`src/rtl/conv_pkg.sv`:
```
// Shared types for the convolution event scatter: FSM states, coordinate and
// FIFO event packing.
package conv_pkg;

  localparam int unsigned CONV_COORD_WIDTH = 8;

  typedef logic [CONV_COORD_WIDTH-1:0] coord_t;

  // FIFO word layout: x in the low half, y in the high half
  typedef struct packed {
    coord_t y;
    coord_t x;
  } event_t;

  typedef enum logic [1:0] {
    ST_IDLE = 2'd0,
    ST_WAIT = 2'd1,
    ST_EMIT = 2'd2
  } state_e;

endpackage

```
`src/rtl/fifo_if.sv`:
```
// Event FIFO read-side bundle; the FIFO has a registered read (1-cycle latency).
interface fifo_if #(
  parameter int unsigned DATA_WIDTH = 16
);
  logic [DATA_WIDTH-1:0] read_data;
  logic                  empty;
  logic                  almost_empty;
  logic                  read_en;

  modport consumer (input read_data, input empty, input almost_empty, output read_en);
  modport producer (output read_data, output empty, output almost_empty, input read_en);
endinterface

```
`src/rtl/kernel_tap_counter.sv`:
```
// Kernel tap walker: kx inner, ky outer; done flags the final tap (K-1, K-1).
module kernel_tap_counter #(
  parameter int unsigned KERNEL_SIZE = 3,
  localparam int unsigned KW = $clog2(KERNEL_SIZE)
) (
  input  logic          clk,
  input  logic          rst_n,
  input  logic          start,
  input  logic          step,
  output logic [KW-1:0] kx,
  output logic [KW-1:0] ky,
  output logic          done
);

  localparam logic [KW-1:0] KMAX = KW'(KERNEL_SIZE - 1);

  always_ff @(posedge clk or negedge rst_n) begin
    if (!rst_n) begin
      kx <= '0;
      ky <= '0;
    end else if (start) begin
      kx <= '0;
      ky <= '0;
    end else if (step) begin
      if (kx == KMAX) begin
        kx <= '0;
        ky <= (ky == KMAX) ? '0 : ky + KW'(1);
      end else begin
        kx <= kx + KW'(1);
      end
    end
  end

  assign done = (kx == KMAX) && (ky == KMAX);

endmodule

```
`src/rtl/conv_event_scatter.sv`:
```
// Pops spike events from the input FIFO and streams the clipped set of
// affected output-neuron coordinates with their kernel tap index.
module conv_event_scatter
  import conv_pkg::*;
#(
  parameter int unsigned COORD_WIDTH = CONV_COORD_WIDTH,
  parameter int unsigned IMG_WIDTH   = 32,
  parameter int unsigned IMG_HEIGHT  = 32,
  parameter int unsigned KERNEL_SIZE = 3,
  localparam int unsigned KW = $clog2(KERNEL_SIZE)
) (
  input  logic                   clk,
  input  logic                   rst_n,
  fifo_if.consumer               fifo,
  output logic                   out_valid,
  input  logic                   out_ready,
  output logic [COORD_WIDTH-1:0] out_x,
  output logic [COORD_WIDTH-1:0] out_y,
  output logic [KW-1:0]          out_kx,
  output logic [KW-1:0]          out_ky,
  output logic                   out_last,
  output logic                   event_dropped,
  output logic                   busy
);

  localparam int unsigned OFFSET = KERNEL_SIZE / 2;
  localparam int unsigned SW     = COORD_WIDTH + 2;
  localparam int unsigned XW     = COORD_WIDTH + 1;

  state_e                  state_q, state_d;
  logic [COORD_WIDTH-1:0]  ev_x_q, ev_y_q;
  logic [COORD_WIDTH-1:0]  rd_x, rd_y;
  logic [KW-1:0]           last_kx_q, last_ky_q, last_kx_d, last_ky_d;
  logic [KW-1:0]           kx, ky;
  logic [XW-1:0]           rd_xo, rd_yo;
  logic signed [SW-1:0]    ox, oy;
  logic                    done, start, step, in_range, tap_in, read_en_c;
  logic                    unused_almost_empty;

  assign rd_x = fifo.read_data[COORD_WIDTH-1:0];
  assign rd_y = fifo.read_data[2*COORD_WIDTH-1:COORD_WIDTH];
  assign unused_almost_empty = fifo.almost_empty;
  assign fifo.read_en = read_en_c;

  assign in_range = ({1'b0, rd_x} < XW'(IMG_WIDTH)) && ({1'b0, rd_y} < XW'(IMG_HEIGHT));

  // In-bounds kx/ky ranges are contiguous, so the last in-bounds tap is the
  // largest kx/ky still giving a non-negative coordinate.
  assign rd_xo     = {1'b0, rd_x} + XW'(OFFSET);
  assign rd_yo     = {1'b0, rd_y} + XW'(OFFSET);
  assign last_kx_d = (rd_xo >= XW'(KERNEL_SIZE - 1)) ? KW'(KERNEL_SIZE - 1) : rd_xo[KW-1:0];
  assign last_ky_d = (rd_yo >= XW'(KERNEL_SIZE - 1)) ? KW'(KERNEL_SIZE - 1) : rd_yo[KW-1:0];

  assign ox = $signed({2'b00, ev_x_q}) + $signed(SW'(OFFSET)) - $signed(SW'(kx));
  assign oy = $signed({2'b00, ev_y_q}) + $signed(SW'(OFFSET)) - $signed(SW'(ky));

  assign tap_in = !ox[SW-1] && (ox < $signed(SW'(IMG_WIDTH))) &&
                  !oy[SW-1] && (oy < $signed(SW'(IMG_HEIGHT)));

  kernel_tap_counter #(
    .KERNEL_SIZE (KERNEL_SIZE)
  ) u_taps (
    .clk   (clk),
    .rst_n (rst_n),
    .start (start),
    .step  (step),
    .kx    (kx),
    .ky    (ky),
    .done  (done)
  );

  always_ff @(posedge clk or negedge rst_n) begin
    if (!rst_n) begin
      state_q <= ST_IDLE;
    end else begin
      state_q <= state_d;
    end
  end

  // Event capture during the FIFO read-latency cycle
  always_ff @(posedge clk or negedge rst_n) begin
    if (!rst_n) begin
      ev_x_q    <= '0;
      ev_y_q    <= '0;
      last_kx_q <= '0;
      last_ky_q <= '0;
    end else if (state_q == ST_WAIT) begin
      ev_x_q    <= rd_x;
      ev_y_q    <= rd_y;
      last_kx_q <= last_kx_d;
      last_ky_q <= last_ky_d;
    end
  end

  always_comb begin
    state_d       = state_q;
    read_en_c     = 1'b0;
    start         = 1'b0;
    step          = 1'b0;
    event_dropped = 1'b0;
    out_valid     = 1'b0;
    out_last      = 1'b0;
    case (state_q)
      ST_IDLE: begin
        read_en_c = !fifo.empty;
        if (!fifo.empty) state_d = ST_WAIT;
      end
      ST_WAIT: begin
        if (in_range) begin
          start   = 1'b1;
          state_d = ST_EMIT;
        end else begin
          event_dropped = 1'b1;
          state_d       = ST_IDLE;
        end
      end
      ST_EMIT: begin
        out_valid = tap_in;
        out_last  = tap_in && (kx == last_kx_q) && (ky == last_ky_q);
        step      = !tap_in || out_ready;
        if (step && done) state_d = ST_IDLE;
      end
      default: state_d = ST_IDLE;
    endcase
  end

  assign out_x  = out_valid ? ox[COORD_WIDTH-1:0] : '0;
  assign out_y  = out_valid ? oy[COORD_WIDTH-1:0] : '0;
  assign out_kx = out_valid ? kx : '0;
  assign out_ky = out_valid ? ky : '0;
  assign busy   = (state_q != ST_IDLE);

endmodule
```
`src/flat_wrapper.sv`:
```
// flat-port wrapper written by rule: the top's interface ports become plain ports
module conv_event_scatter_flat import conv_pkg::*;
#(
  parameter int unsigned COORD_WIDTH = CONV_COORD_WIDTH,
  parameter int unsigned IMG_WIDTH   = 32,
  parameter int unsigned IMG_HEIGHT  = 32,
  parameter int unsigned KERNEL_SIZE = 3,
  localparam int unsigned KW = $clog2(KERNEL_SIZE)
)
  (clk, rst_n, out_valid, out_ready, out_x, out_y, out_kx, out_ky, out_last, event_dropped, busy, fifo_read_data, fifo_empty, fifo_almost_empty, fifo_read_en);
  fifo_if fifo_i ();
  input  logic clk;
  input  logic rst_n;
  output logic out_valid;
  input  logic out_ready;
  output logic [COORD_WIDTH-1:0] out_x;
  output logic [COORD_WIDTH-1:0] out_y;
  output logic [KW-1:0] out_kx;
  output logic [KW-1:0] out_ky;
  output logic out_last;
  output logic event_dropped;
  output logic busy;
  input wire logic [$bits(fifo_i.read_data)-1:0] fifo_read_data;
  input wire logic [$bits(fifo_i.empty)-1:0] fifo_empty;
  input wire logic [$bits(fifo_i.almost_empty)-1:0] fifo_almost_empty;
  output wire logic [$bits(fifo_i.read_en)-1:0] fifo_read_en;
  assign fifo_i.read_data = fifo_read_data;
  assign fifo_i.empty = fifo_empty;
  assign fifo_i.almost_empty = fifo_almost_empty;
  assign fifo_read_en = fifo_i.read_en;
  conv_event_scatter #(.COORD_WIDTH(COORD_WIDTH), .IMG_WIDTH(IMG_WIDTH), .IMG_HEIGHT(IMG_HEIGHT), .KERNEL_SIZE(KERNEL_SIZE)) u_core (.clk(clk), .rst_n(rst_n), .fifo(fifo_i), .out_valid(out_valid), .out_ready(out_ready), .out_x(out_x), .out_y(out_y), .out_kx(out_kx), .out_ky(out_ky), .out_last(out_last), .event_dropped(event_dropped), .busy(busy));
endmodule
```
`config.mk`:
```
export PLATFORM = sky130hd
export DESIGN_NAME = conv_event_scatter_flat
export DESIGN_NICKNAME = d
export VERILOG_FILES = /design/src/rtl/conv_pkg.sv /design/src/rtl/fifo_if.sv /design/src/rtl/kernel_tap_counter.sv /design/src/rtl/conv_event_scatter.sv /design/src/flat_wrapper.sv
export SDC_FILE = /design/constraint.sdc
export NUM_CORES = 1
export LEC_CHECK = 0
export ABC_AREA = 1
export CORE_ASPECT_RATIO = 2
export CORE_MARGIN = 2
export CORE_UTILIZATION = 56
export DETAILED_ROUTE_END_ITERATION = 6
export GPL_ROUTABILITY_DRIVEN = 0
export GPL_TIMING_DRIVEN = 1
export PLACE_DENSITY_LB_ADDON = 0.05
export SLEW_MARGIN = 20
export SYNTH_ARGS = -nofsm -noshare
export SYNTH_HDL_FRONTEND = slang
export SYNTH_SLANG_ARGS = --single-unit
```
`constraint.sdc`:
```
create_clock -name clk -period 8.42 [get_ports clk]
set_input_delay 2.526 -clock clk [delete_from_list [all_inputs] [get_ports clk]]
set_output_delay 2.526 -clock clk [all_outputs]
set_load 0.01 [all_outputs]
```
==> reports/results.txt <==
The part of the power in registers is 38.7%, and the routed length per placed instance is 11.9 µm. The maximum number of pins on one net before global-route repair was 28; the initial cell density of the core was 58.6%. The tools report the setup slack on the worst flop-to-flop path as 5750 ps.

Sequential fraction of the synthesis area: 28.6%. The cell repeated most along the worst path is sky130_fd_sc_hd__inv_1. The area growth from synthesis to layout is 19.7%.

The tools report the switching component of the power as 183 µW. The critical path in this run is classified as input pin to output port. VDD sags by at most 0.114 mV. During synthesis, Yosys emitted a total of 0 warnings. The internal power of the cells totals 253 µW. The time the final worst path needs with I/O delays and setup was 6500 ps.

The library cells used most frequently in the layout, excluding fill and tap cells, are sky130_fd_sc_hd__nand2_1, sky130_fd_sc_hd__inv_1, sky130_fd_sc_hd__clkdlybuf4s50_1. Setup violations remaining at the end of the flow were counted as 0. The number of top-level design ports was 46; the peak clock frequency supported by timing was 0.154 GHz. The clock-pin slew reported for the worst setup and hold paths after clock tree synthesis is 80 ps, and the routed via count is 2143. The switching portion of total power is 42.0%.

Counting tap cells, the placed design contains a total of 417 instances. The most common library cell in the layout ignoring fill and taps was sky130_fd_sc_hd__nand2_1. The endpoint identified for the worst register-to-register timing path is u_core.u_taps.ky[0]. For this design the ratio of total power to cell area is 160 nW/µm².

Of the total power, the clock network draws 18.0%. The worst setup path is captured at an output port. The startpoint of the worst setup timing path was fifo_read_data[14]. The horizontal die dimension works out to 49.1 µm. Post-CTS repair changed the size of 0 cells.

The max-slew violation count came out at 0. At the later pin of the worst-skew pair, clock insertion delay measures 260 ps. The synthesized design contains 26 register bits.

Portion of the clock cycle consumed by the worst path in the final layout: 77.2%. At the pin with the least slew margin, the transition time is 634 ps. The first global-routing pass estimated 8760 µm of wire.

The residual antenna-violating net count after detailed routing came out at 0. For the worst setup path, the data arrival time is 3980 ps. The initial antenna violation count is 0. Once placement finished, the instance area stood at 2670 µm².

Of the cells placed in the final design, the portion with a size suffix greater than 1 is 10.3%. The tools report the synthesized instance count as 332. The number of nets at the end of the flow came out at 404. Detailed placement finished with a half-perimeter wire length of 4140 µm. The worst setup timing slack at the placement stage was 1910 ps. In this run the static leakage power is 1.26 nW. Clock tree synthesis selected as its root buffer the cell sky130_fd_sc_hd__clkbuf_8.

For this run, design rule violations remaining after detail routing come to 0. TritonCTS built the clock tree. Yosys mapped the design onto 30 distinct sky130hd cell types.

In this run the worst path has a maximum fanout of 2. For the final database, setup skew stands at 5.42 ps. The largest delay contributor family on the critical path is buffers and inverters. Dividing the detail-routed via count by the number of cells gives 5.09. Full die area: 4620 µm². The tools report the final non-filler cell area as 2720 µm². The number of buffers added for setup after CTS came out at 0. The final hold slack is 526 ps. For this run, the slowest stage of the critical path takes 470 ps.

The repair_antennas step left the layout with diodes totalling 0. The worst register-to-register path has a depth of 15. Before antenna repair, the detailed router went through 5 iterations. Leaving out filler cells and counting taps, the final layout contains 421. Among all stages on the critical path, the largest delay is contributed by sky130_fd_sc_hd__clkdlybuf4s50_1.

Dividing the synthesized area by the synthesized cell count gives 6.85 µm². The worst setup path is launched from an input pin. The worst flop-to-flop path startpoint is u_core.ev_y_q[0]. Counting buffers and inverters, the worst setup path is 8 cells deep.

The clock passes through at most 2 buffers. The final hold violation count came out at 0. Setup repair after global routing left no endpoint under its margin. Total power draw: 436 µW. For this block, the initial DRC count from the detailed router was 45. The number of global-route vias before repair is 2081, and the worst slew slack as a fraction of its limit is 56.7%. The height of the die works out to 94.1 µm.

The endpoint of the most critical setup path was event_dropped. The min-delay analysis places its worst path in the category register to register. The run gives 0 as the total overflow reported by the global router.

Final wirelength: 5020 µm. At the worst endpoint, the required time is 5890 ps. The least setup slack across all paths after layout was 1920 ps.

The setup TNS is 0 ps, and the area of the core is 3880 µm². Row generation in the floorplan step produced 32 rows. The run gives 0 as the number of buffers added to fix hold violations after cts.

The maximum level of the CTS H-tree is 1, and the number of I/O port buffers is 38. The number of buffers added by the clock tree synthesis step was 3; the proportion of power drawn by combinational gates was 43.3%. The sink count of the clock tree was 26. Once layout is complete, the utilization of the core stands at 70.1%. The number of buffers and inverters on the critical path is 5.

Walking the worst path, the cells encountered are clkdlybuf4s50_1 -> nor2_1 -> inv_1 -> nor4_1 -> inv_1 -> nand2_1 -> inv_1 -> clkdlybuf4s50_1. Max-cap violations in this run came to 0. The mapped netlist covers 2270 µm².

For this run, the total global-route usage over all layers was measured as 23.8%. The flow ran to the end, and the final reports show no timing, DRC or antenna violations.
power by group through the flow:
stage | clock, mW | sequential (mW) | combinational (mW)
after floorplan | 0 | 0.163 | 0.148
after global placement | 0 | 0.169 | 0.184
after detailed placement | 0 | 0.170 | 0.190
after CTS | 0.0801 | 0.168 | 0.190
after global routing | 0.0836 | 0.172 | 0.220
final | 0.0784 | 0.169 | 0.189
cell type report:
| class | count | area, µm² |
|---|---|---|
| multi-input cells | 253 | 1380 |
| inverters | 47 | 176 |
| flip-flops and latches | 26 | 651 |
| repair buffers | 40 | 395 |
| clock buffers | 4 | 55.1 |
| fillers | 359 | 1160 |
| well taps | 51 | 63.8 |
registers in the layout, summed over array words and instances (netlist names):
register	count
u_core.ev_y_q	8
u_core.state_q	2
u_core.ev_x_q	8
u_core.u_taps.kx	2
u_core.last_ky_q	2
u_core.last_kx_q	2
u_core.u_taps.ky	2
per-layer routing:
metal	track usage [%]	vias to the layer above	routed length [µm]
met3	0.955	6	146
met2	45.9	44	2710
met1	26.5	972	2070
met4	9.29	0	89
met5	0	-	0
li1	-	1121	-
synthesized netlist by cell type:
library cell                number  area (µm²)
sky130_fd_sc_hd__inv_1          44         165
sky130_fd_sc_hd__fa_1            2        40.0
sky130_fd_sc_hd__conb_1          1        3.75
sky130_fd_sc_hd__dfrtp_1        26         651
sky130_fd_sc_hd__nand3_1        21         105
sky130_fd_sc_hd__inv_2           3        11.3
sky130_fd_sc_hd__a41oi_1         1        8.76
sky130_fd_sc_hd__clkbuf_1        3        11.3
sky130_fd_sc_hd__buf_12          1        20.0
sky130_fd_sc_hd__nand3_2         3        30.0
sky130_fd_sc_hd__nor2_2          9        56.3
sky130_fd_sc_hd__xnor2_1         4        35.0
sky130_fd_sc_hd__o21ai_0        21         105
sky130_fd_sc_hd__a21oi_1         5        25.0
sky130_fd_sc_hd__a31oi_1         1        6.26
sky130_fd_sc_hd__ha_1           10         125
sky130_fd_sc_hd__nand4_1         8        50.1
sky130_fd_sc_hd__a2111oi_0       2        17.5
sky130_fd_sc_hd__nor3_1          5        25.0
sky130_fd_sc_hd__o21bai_1        1        7.51
sky130_fd_sc_hd__xor2_1          2        17.5
sky130_fd_sc_hd__a32o_1          2        20.0
sky130_fd_sc_hd__nand2_2         5        31.3
sky130_fd_sc_hd__nor4_1          1        6.26
sky130_fd_sc_hd__buf_4           7        52.6
sky130_fd_sc_hd__nor2_1         31         116
sky130_fd_sc_hd__nor2_4         12         135
sky130_fd_sc_hd__nand2_1        95         357
sky130_fd_sc_hd__o21ai_1         2        10.0
sky130_fd_sc_hd__nand3b_1        4        30.0
how the worst min path moves through the flow:
stage	depth (start not counted)	start	slack, ps	end
2_1_floorplan	2	u_core.ev_x_q[7]	480	u_core.ev_x_q[7]
3_3_place_gp	1	u_core.last_kx_q[0]	510	u_core.last_kx_q[0]
3_5_place_dp	1	u_core.last_kx_q[0]	510	u_core.last_kx_q[0]
4_1_cts	1	u_core.last_kx_q[0]	530	u_core.last_kx_q[0]
5_1_grt	1	u_core.last_kx_q[0]	550	u_core.last_kx_q[0]
6_report	1	u_core.last_kx_q[0]	530	u_core.last_kx_q[0]
cell families after synthesis:
| logic type | Yosys count | synth area share, % |
|---|---|---|
| fa+ha+maj | 12 | 7.26 |
| simple gates | 194 | 41.4 |
| xor+xnor | 6 | 2.31 |
| buf+inv | 58 | 11.4 |
| flops | 26 | 28.6 |
| compound gates | 35 | 8.80 |
| other cells | 1 | 0.165 |
Power figures use the tool's default switching activity.
